<file path="config.mk">
export PLATFORM = sky130hd
export DESIGN_NAME = uart_rx_deframer_flat
export DESIGN_NICKNAME = d
export VERILOG_FILES = /design/src/rtl/uart_rx_deframer_pkg.sv /design/src/rtl/uart_rx_deframer_if.sv /design/src/rtl/uart_rx_deframer_sync_edge.sv /design/src/rtl/uart_rx_deframer.sv /design/src/flat_wrapper.sv
export SDC_FILE = /design/constraint.sdc
export NUM_CORES = 1
export LEC_CHECK = 0
export ABC_AREA = 0
export CORE_AREA = 2 2 69 64
export CTS_BUF_LIST = sky130_fd_sc_hd__clkbuf_4
export DETAILED_ROUTE_END_ITERATION = 12
export DIE_AREA = 0 0 71 66
export PLACE_DENSITY = 0.78
export SYNTH_ARGS = -nofsm -noshare
export SYNTH_HDL_FRONTEND = slang
export SYNTH_HIERARCHICAL = 1
export SYNTH_SLANG_ARGS = --single-unit
export TNS_END_PERCENT = 100
</file>
<file path="constraint.sdc">
create_clock -name m_clk -period 2.05 [get_ports m_clk]
set_input_delay 0.41 -clock m_clk [delete_from_list [all_inputs] [get_ports m_clk]]
set_output_delay 0.41 -clock m_clk [all_outputs]
set_load 0.005 [all_outputs]
</file>
<file path="src/rtl/uart_rx_deframer_pkg.sv">
// Shared types and helpers for the UART receive deframer.
// State encoding, word-length codes and oversampling default.
package uart_rx_pkg;

  localparam int OVERSAMPLE_DEF = 16;

  typedef enum logic [2:0] {
    IDLE   = 3'd0,
    START  = 3'd1,
    DATA   = 3'd2,
    PARITY = 3'd3,
    STOP   = 3'd4
  } state_t;

  typedef enum logic [1:0] {
    WLS_5 = 2'b00,
    WLS_6 = 2'b01,
    WLS_7 = 2'b10,
    WLS_8 = 2'b11
  } wls_t;

  function automatic logic [3:0] wls_to_len(
    input logic [1:0] w
  );
    return 4'd5 + {2'b00, w};
  endfunction

endpackage

</file>
<file path="src/rtl/uart_rx_deframer_if.sv">
// Line, configuration and FIFO-side signals of the RX deframer.
// master = deframer side, slave = line/config/FIFO side.
interface uart_rx_deframer_if;
  import uart_rx_pkg::*;

  logic       baud_tick;
  logic       rx_serial;
  logic [1:0] wls;
  logic       parity_en;
  logic       parity_even;
  logic       rx_fifo_full;
  logic [7:0] rx_data;
  logic       rx_valid;
  logic       start_bit_error;
  logic       parity_bit_error;
  logic       framing_stop_error;
  logic       overrun_error;
  logic       rx_busy;

  modport master (
    input  baud_tick, rx_serial, wls,
    input  parity_en, parity_even,
    input  rx_fifo_full,
    output rx_data, rx_valid,
    output start_bit_error,
    output parity_bit_error,
    output framing_stop_error,
    output overrun_error, rx_busy
  );

  modport slave (
    output baud_tick, rx_serial, wls,
    output parity_en, parity_even,
    output rx_fifo_full,
    input  rx_data, rx_valid,
    input  start_bit_error,
    input  parity_bit_error,
    input  framing_stop_error,
    input  overrun_error, rx_busy
  );

endinterface

</file>
<file path="src/rtl/uart_rx_deframer_sync_edge.sv">
// Two-flop synchronizer for the idle-high RX line
// with a falling-edge detect on the synchronized value.
module uart_rx_sync_edge
  import uart_rx_pkg::*;
(
  input  logic clk,
  input  logic reset,
  input  logic din,
  output logic dout,
  output logic fall
);

  logic [1:0] sync;
  logic       prev;

  always_ff @(posedge clk) begin
    if (reset) begin
      sync <= 2'b11;
      prev <= 1'b1;
    end else begin
      sync <= {sync[0], din};
      prev <= sync[1];
    end
  end

  assign dout = sync[1];
  assign fall = prev & ~sync[1];

endmodule

</file>
<file path="src/rtl/uart_rx_deframer.sv">
// UART receive deframer: start detect, 5-8 data bits LSB-first,
// optional parity, stop check, one FIFO write per frame.
module uart_rx_deframer
  import uart_rx_pkg::*;
#(
  parameter int OVERSAMPLE = OVERSAMPLE_DEF,
  parameter int CNT_W      = 4
) (
  input logic m_clk,
  input logic reset,
  uart_rx_deframer_if.master bus
);

  localparam logic [CNT_W-1:0] HALF =
    CNT_W'(OVERSAMPLE / 2 - 1);
  localparam logic [CNT_W-1:0] LAST =
    CNT_W'(OVERSAMPLE - 1);

  state_t           state;
  logic [CNT_W-1:0] cnt;
  logic [2:0]       idx;
  logic [7:0]       shreg;
  logic [3:0]       len;
  logic             pen;
  logic             peven;
  logic             par_err;
  logic             armed;
  logic             rx_s;
  logic             fall;

  logic [7:0] data_q;
  logic       valid_q;
  logic       se_q;
  logic       pe_q;
  logic       fe_q;
  logic       ovr_q;
  logic       busy_q;

  uart_rx_sync_edge u_sync (
    .clk   (m_clk),
    .reset (reset),
    .din   (bus.rx_serial),
    .dout  (rx_s),
    .fall  (fall)
  );

  always_ff @(posedge m_clk) begin
    if (reset) begin
      state   <= IDLE;
      cnt     <= '0;
      idx     <= '0;
      shreg   <= '0;
      len     <= 4'd8;
      pen     <= 1'b0;
      peven   <= 1'b0;
      par_err <= 1'b0;
      armed   <= 1'b1;
      data_q  <= '0;
      valid_q <= 1'b0;
      se_q    <= 1'b0;
      pe_q    <= 1'b0;
      fe_q    <= 1'b0;
      ovr_q   <= 1'b0;
      busy_q  <= 1'b0;
    end else begin
      valid_q <= 1'b0;
      ovr_q   <= 1'b0;
      unique case (state)
        IDLE: begin
          if (rx_s) armed <= 1'b1;
          if (bus.baud_tick && !rx_s && (armed || fall)) begin
            state  <= START;
            cnt    <= '0;
            len    <= wls_to_len(bus.wls);
            pen    <= bus.parity_en;
            peven  <= bus.parity_even;
            busy_q <= 1'b1;
          end
        end
        START: begin
          if (bus.baud_tick) begin
            if (cnt == HALF) begin
              cnt <= '0;
              if (rx_s) begin
                se_q   <= 1'b1;
                state  <= IDLE;
                busy_q <= 1'b0;
              end else begin
                state <= DATA;
                idx   <= '0;
                shreg <= '0;
              end
            end else begin
              cnt <= cnt + CNT_W'(1);
            end
          end
        end
        DATA: begin
          if (bus.baud_tick) begin
            if (cnt == LAST) begin
              cnt        <= '0;
              shreg[idx] <= rx_s;
              idx        <= idx + 3'd1;
              if ({1'b0, idx} == len - 4'd1)
                state <= pen ? PARITY : STOP;
            end else begin
              cnt <= cnt + CNT_W'(1);
            end
          end
        end
        PARITY: begin
          if (bus.baud_tick) begin
            if (cnt == LAST) begin
              cnt     <= '0;
              // shreg is zero above the word, so ^shreg covers data only
              par_err <= ^shreg ^ rx_s ^ ~peven;
              state   <= STOP;
            end else begin
              cnt <= cnt + CNT_W'(1);
            end
          end
        end
        STOP: begin
          if (bus.baud_tick) begin
            if (cnt == LAST) begin
              cnt    <= '0;
              state  <= IDLE;
              busy_q <= 1'b0;
              fe_q   <= ~rx_s;
              pe_q   <= pen & par_err;
              se_q   <= 1'b0;
              if (!bus.rx_fifo_full) begin
                valid_q <= 1'b1;
                data_q  <= shreg;
              end else begin
                ovr_q <= 1'b1;
              end
              if (!rx_s) armed <= 1'b0;
            end else begin
              cnt <= cnt + CNT_W'(1);
            end
          end
        end
        default: begin
          state  <= IDLE;
          busy_q <= 1'b0;
        end
      endcase
    end
  end

  assign bus.rx_data            = data_q;
  assign bus.rx_valid           = valid_q;
  assign bus.start_bit_error    = se_q;
  assign bus.parity_bit_error   = pe_q;
  assign bus.framing_stop_error = fe_q;
  assign bus.overrun_error      = ovr_q;
  assign bus.rx_busy            = busy_q;

endmodule

</file>
<file path="src/flat_wrapper.sv">
// flat-port wrapper written by rule: the top's interface ports become plain ports
module uart_rx_deframer_flat import uart_rx_pkg::*;
#(
  parameter int OVERSAMPLE = OVERSAMPLE_DEF,
  parameter int CNT_W      = 4
)
  (m_clk, reset, bus_baud_tick, bus_rx_serial, bus_wls, bus_parity_en, bus_parity_even, bus_rx_fifo_full, bus_rx_data, bus_rx_valid, bus_start_bit_error, bus_parity_bit_error, bus_framing_stop_error, bus_overrun_error, bus_rx_busy);
  uart_rx_deframer_if bus_i ();
  input logic m_clk;
  input logic reset;
  input wire logic [$bits(bus_i.baud_tick)-1:0] bus_baud_tick;
  input wire logic [$bits(bus_i.rx_serial)-1:0] bus_rx_serial;
  input wire logic [$bits(bus_i.wls)-1:0] bus_wls;
  input wire logic [$bits(bus_i.parity_en)-1:0] bus_parity_en;
  input wire logic [$bits(bus_i.parity_even)-1:0] bus_parity_even;
  input wire logic [$bits(bus_i.rx_fifo_full)-1:0] bus_rx_fifo_full;
  output wire logic [$bits(bus_i.rx_data)-1:0] bus_rx_data;
  output wire logic [$bits(bus_i.rx_valid)-1:0] bus_rx_valid;
  output wire logic [$bits(bus_i.start_bit_error)-1:0] bus_start_bit_error;
  output wire logic [$bits(bus_i.parity_bit_error)-1:0] bus_parity_bit_error;
  output wire logic [$bits(bus_i.framing_stop_error)-1:0] bus_framing_stop_error;
  output wire logic [$bits(bus_i.overrun_error)-1:0] bus_overrun_error;
  output wire logic [$bits(bus_i.rx_busy)-1:0] bus_rx_busy;
  assign bus_i.baud_tick = bus_baud_tick;
  assign bus_i.rx_serial = bus_rx_serial;
  assign bus_i.wls = bus_wls;
  assign bus_i.parity_en = bus_parity_en;
  assign bus_i.parity_even = bus_parity_even;
  assign bus_i.rx_fifo_full = bus_rx_fifo_full;
  assign bus_rx_data = bus_i.rx_data;
  assign bus_rx_valid = bus_i.rx_valid;
  assign bus_start_bit_error = bus_i.start_bit_error;
  assign bus_parity_bit_error = bus_i.parity_bit_error;
  assign bus_framing_stop_error = bus_i.framing_stop_error;
  assign bus_overrun_error = bus_i.overrun_error;
  assign bus_rx_busy = bus_i.rx_busy;
  uart_rx_deframer #(.OVERSAMPLE(OVERSAMPLE), .CNT_W(CNT_W)) u_core (.m_clk(m_clk), .reset(reset), .bus(bus_i));
endmodule
</file>
==> impl_metrics.toml <==
[outcome]
status = "finished, final reports clean"

[sta]
timing.fmax_mhz = 539
report.final.slew_viol_count = 0
worst_pin_slew_ps = 488
finalCritPeriodShare_pct = 90.5
whs_ps = 431
fin_worst_skew_ps = 12.7
max_slew_margin_pct = 67.5
finalCriticalPeriod_ps = 1860
rsz0062_at_grt = "false"
setup_viol = 0
hold_viol = 0

[worst_setup_path]
crit_buf_inv = 0
crit_arrival_ps = 2150
cp_num_cells = 4
crit_fanout = 5
critPathKind = "reg -> reg"
cp-end-kind = "register"
ff2ff_path_depth = 4
slowest_delay_ps = 570
cp_top_family = "simple AND/OR/NAND/NOR gates"
worst_ep_required_time_ps = 2350
crit_chain = "or4b_4, a211o_2, nor4b_2, mux2i_1"
cpMaxStageDelayCell = "or4b_4"
start_kind = "register"

[logic_synthesis]
seq_area_frac_synth_pct = 39.7
ys_types = 53
ys.flop_type = "dfxtp_1"
synth_xor_area_share_pct = 6.30
syn_area_um2 = 2170
synth_async_sr_flop_share_pct = 0
avgSynthCellArea_um2 = 9.06
ys_warn_count = 6
synth_top_area_share_pct = 39.7
synthMostInstantiatedCell = "dfxtp_1"
post_synth_mux_area_share_pct = 7.86
synth_top_family_by_area = "simple AND/OR/NAND/NOR gates"
syn_nets = 252
yosys.area.top_type = "dfxtp_1"
ys_ff_latch = 43
syn-instance-count = 239
synth.area.top_cells = "dfxtp_1 (40%), mux2i_1 (7.9%), xnor2_1 (4.4%)"
synth-simple-area-share_pct = 25.0
ys_top_cells_by_count = "dfxtp_1 (43), nand2_1 (22), nor2_1 (18), mux2i_1 (17), a21oi_1 (12)"
synth_compound_area_share_pct = 14.6
synth_edf_count = 0
synth_fa_ha_area_share_pct = 2.31

[drt]
drt_drc_violations_left = 0
drt_iter0_drc = 190
first_pass_iters = 4
avgRoutedWirePerCell_um = 14.4
postRouteAntennaNets = 0
num_vias = 1833
vias_per_cell = 5.73
routed_wl_um = 4610

[die]
core_um2 = 3990
die_w_um = 71
die_y_um = 66
die_area_um2 = 4690
ios = 23
initial_utilization_pct = 54.3
rows = 22

[clocking]
clk_pin_slew_ps = 130
ctsHoldBuffers = 0
clock_sinks = 43
clk_path_buf_depth = 2
clock_latency_ps = 360
cts_buffers = 5
h-tree-depth = 2
clockRootBuffer = "clkbuf_4"
cts_setup_buffers = 0
cts_resized = 0
cts_tree = "done"

[global_route]
antenna_found_initial = 0
grt_pass1_wl_um = 8000
grt.overflow.total = 0
grt_usage_pct = 21.7
grt_pass1_vias = 1697
grt_max_degree = 20

[worst_hold_path]
hp-class = "reg -> reg"
hold_depth = 1

[place]
place_congestion = 0.878
io_buffers = 22
dp_hpwl_um = 3230
placed_area_um2 = 2540

[finish]
fin_area_um2 = 2620
nets = 284
areaGrowthSynthToFinish_pct = 20.8
fillers = 336
fin_util_pct = 65.5
drive_above_1_share_pct = 12.9
n_antenna_cell = 0

[power_and_ir_drop]
irDropWorstVdd_mv = 0.346
power_mw = 1.50
p_per_area_nw_per_um2 = 573
p_leak_nw = 0.965

[flow_run]
maxCapViolations = 0
## through the flow
| stage | setup slack, ps | instances | TNS (ps) |
|---|---|---|---|
| 2_1_floorplan | 227 | 239 | 0 |
| 3_3_place_gp | -3.33 | 312 | -3.33 |
| 3_5_place_dp | -63.7 | 312 | -146 |
| 4_1_cts | 188 | 320 | 0 |
| 5_1_grt | 47.4 | 320 | 0 |
| 6_report | 194 | 320 | 0 |
## layout by cell type (no fill, tap or decap), types with 2 or more instances in the layout
| cell | count |
|---|---|
| nor2_1 | 18 |
| inv_1 | 5 |
| nor3_1 | 7 |
| o21ai_0 | 4 |
| mux2i_1 | 17 |
| a21o_1 | 2 |
| nand3b_1 | 2 |
| clkdlybuf4s50_1 | 22 |
| xor2_1 | 2 |
| nor2b_1 | 4 |
| nand2_1 | 22 |
| a2111oi_0 | 2 |
| clkbuf_4 | 5 |
| buf_4 | 19 |
| and3_1 | 4 |
| o211ai_1 | 2 |
| nand4b_1 | 6 |
| nor3b_1 | 2 |
| a211oi_1 | 2 |
| or2_1 | 3 |
| o41ai_1 | 2 |
| dfxtp_1 | 43 |
| o21a_1 | 2 |
| a31oi_1 | 3 |
| nand3_1 | 9 |
| a21oi_1 | 12 |
| and2_1 | 3 |
| nand4_1 | 5 |
| ha_1 | 4 |
| xnor2_1 | 11 |
| o211a_1 | 2 |
| nand2b_1 | 2 |
## registers in the layout, summed over array words and instances, names as in the netlist
signal	cells
u_core/idx	3
u_core/bus.parity_bit_error	1
u_core/bus.start_bit_error	1
u_core/u_sync/prev	1
u_core/pen	1
u_core/bus.rx_data	8
u_core/cnt	4
u_core/bus.overrun_error	1
u_core/len	4
u_core/bus.rx_valid	1
u_core/state	3
u_core/bus.rx_busy	1
u_core/shreg	8
u_core/armed	1
u_core/u_sync/sync	2
u_core/par_err	1
u_core/peven	1
u_core/bus.framing_stop_error	1
## path summary, 6_finish.rpt
| check | startpoint | end | slack (ps) |
|---|---|---|---|
| max | u_core/cnt[3] | u_core/shreg[1] | 190 |
| max reg2reg | u_core/cnt[3] | u_core/shreg[1] | 190 |
| min reg2reg | u_core/u_sync/sync[0] | u_core/u_sync/sync[1] | 430 |
| min | u_core/u_sync/sync[0] | u_core/u_sync/sync[1] | 430 |
## cell families (layout without fill, tap and decap cells)
group           Yosys count  in the layout
buf+inv                  22             55
compound gates           44             44
mux                      17             17
fa+ha+maj                 4              4
xor+xnor                 14             14
simple gates             95             95
flops                    43             43
## final cells by class
cell class	count	area, um^2	share of cell area, %
multi-input combinational	174	1210	46.4
sequential	43	861	32.9
timing repair buffer	42	383	14.6
tap	48	60.1	2.30
clock inverter	3	42.5	1.63
clock buffer	5	37.5	1.43
inverter	5	18.8	0.717
## routing by layer
metal	global-route usage [%]	vias to the layer above	share of wire, %
met5	0	-	0
met4	8.73	0	1.4
met3	4.42	7	5.7
met2	33.5	52	45
met1	29.8	853	47
li1	-	921	-
## power breakdown
| group | leakage (nW) | internal, mW | switching (mW) |
|---|---|---|---|
| clock | 0.0432 | 0.257 | 0.280 |
| sequential | 0.347 | 0.844 | 0.00578 |
| combinational | 0.574 | 0.0528 | 0.0592 |
No activity file was read; power rests on OpenSTA's default activity.
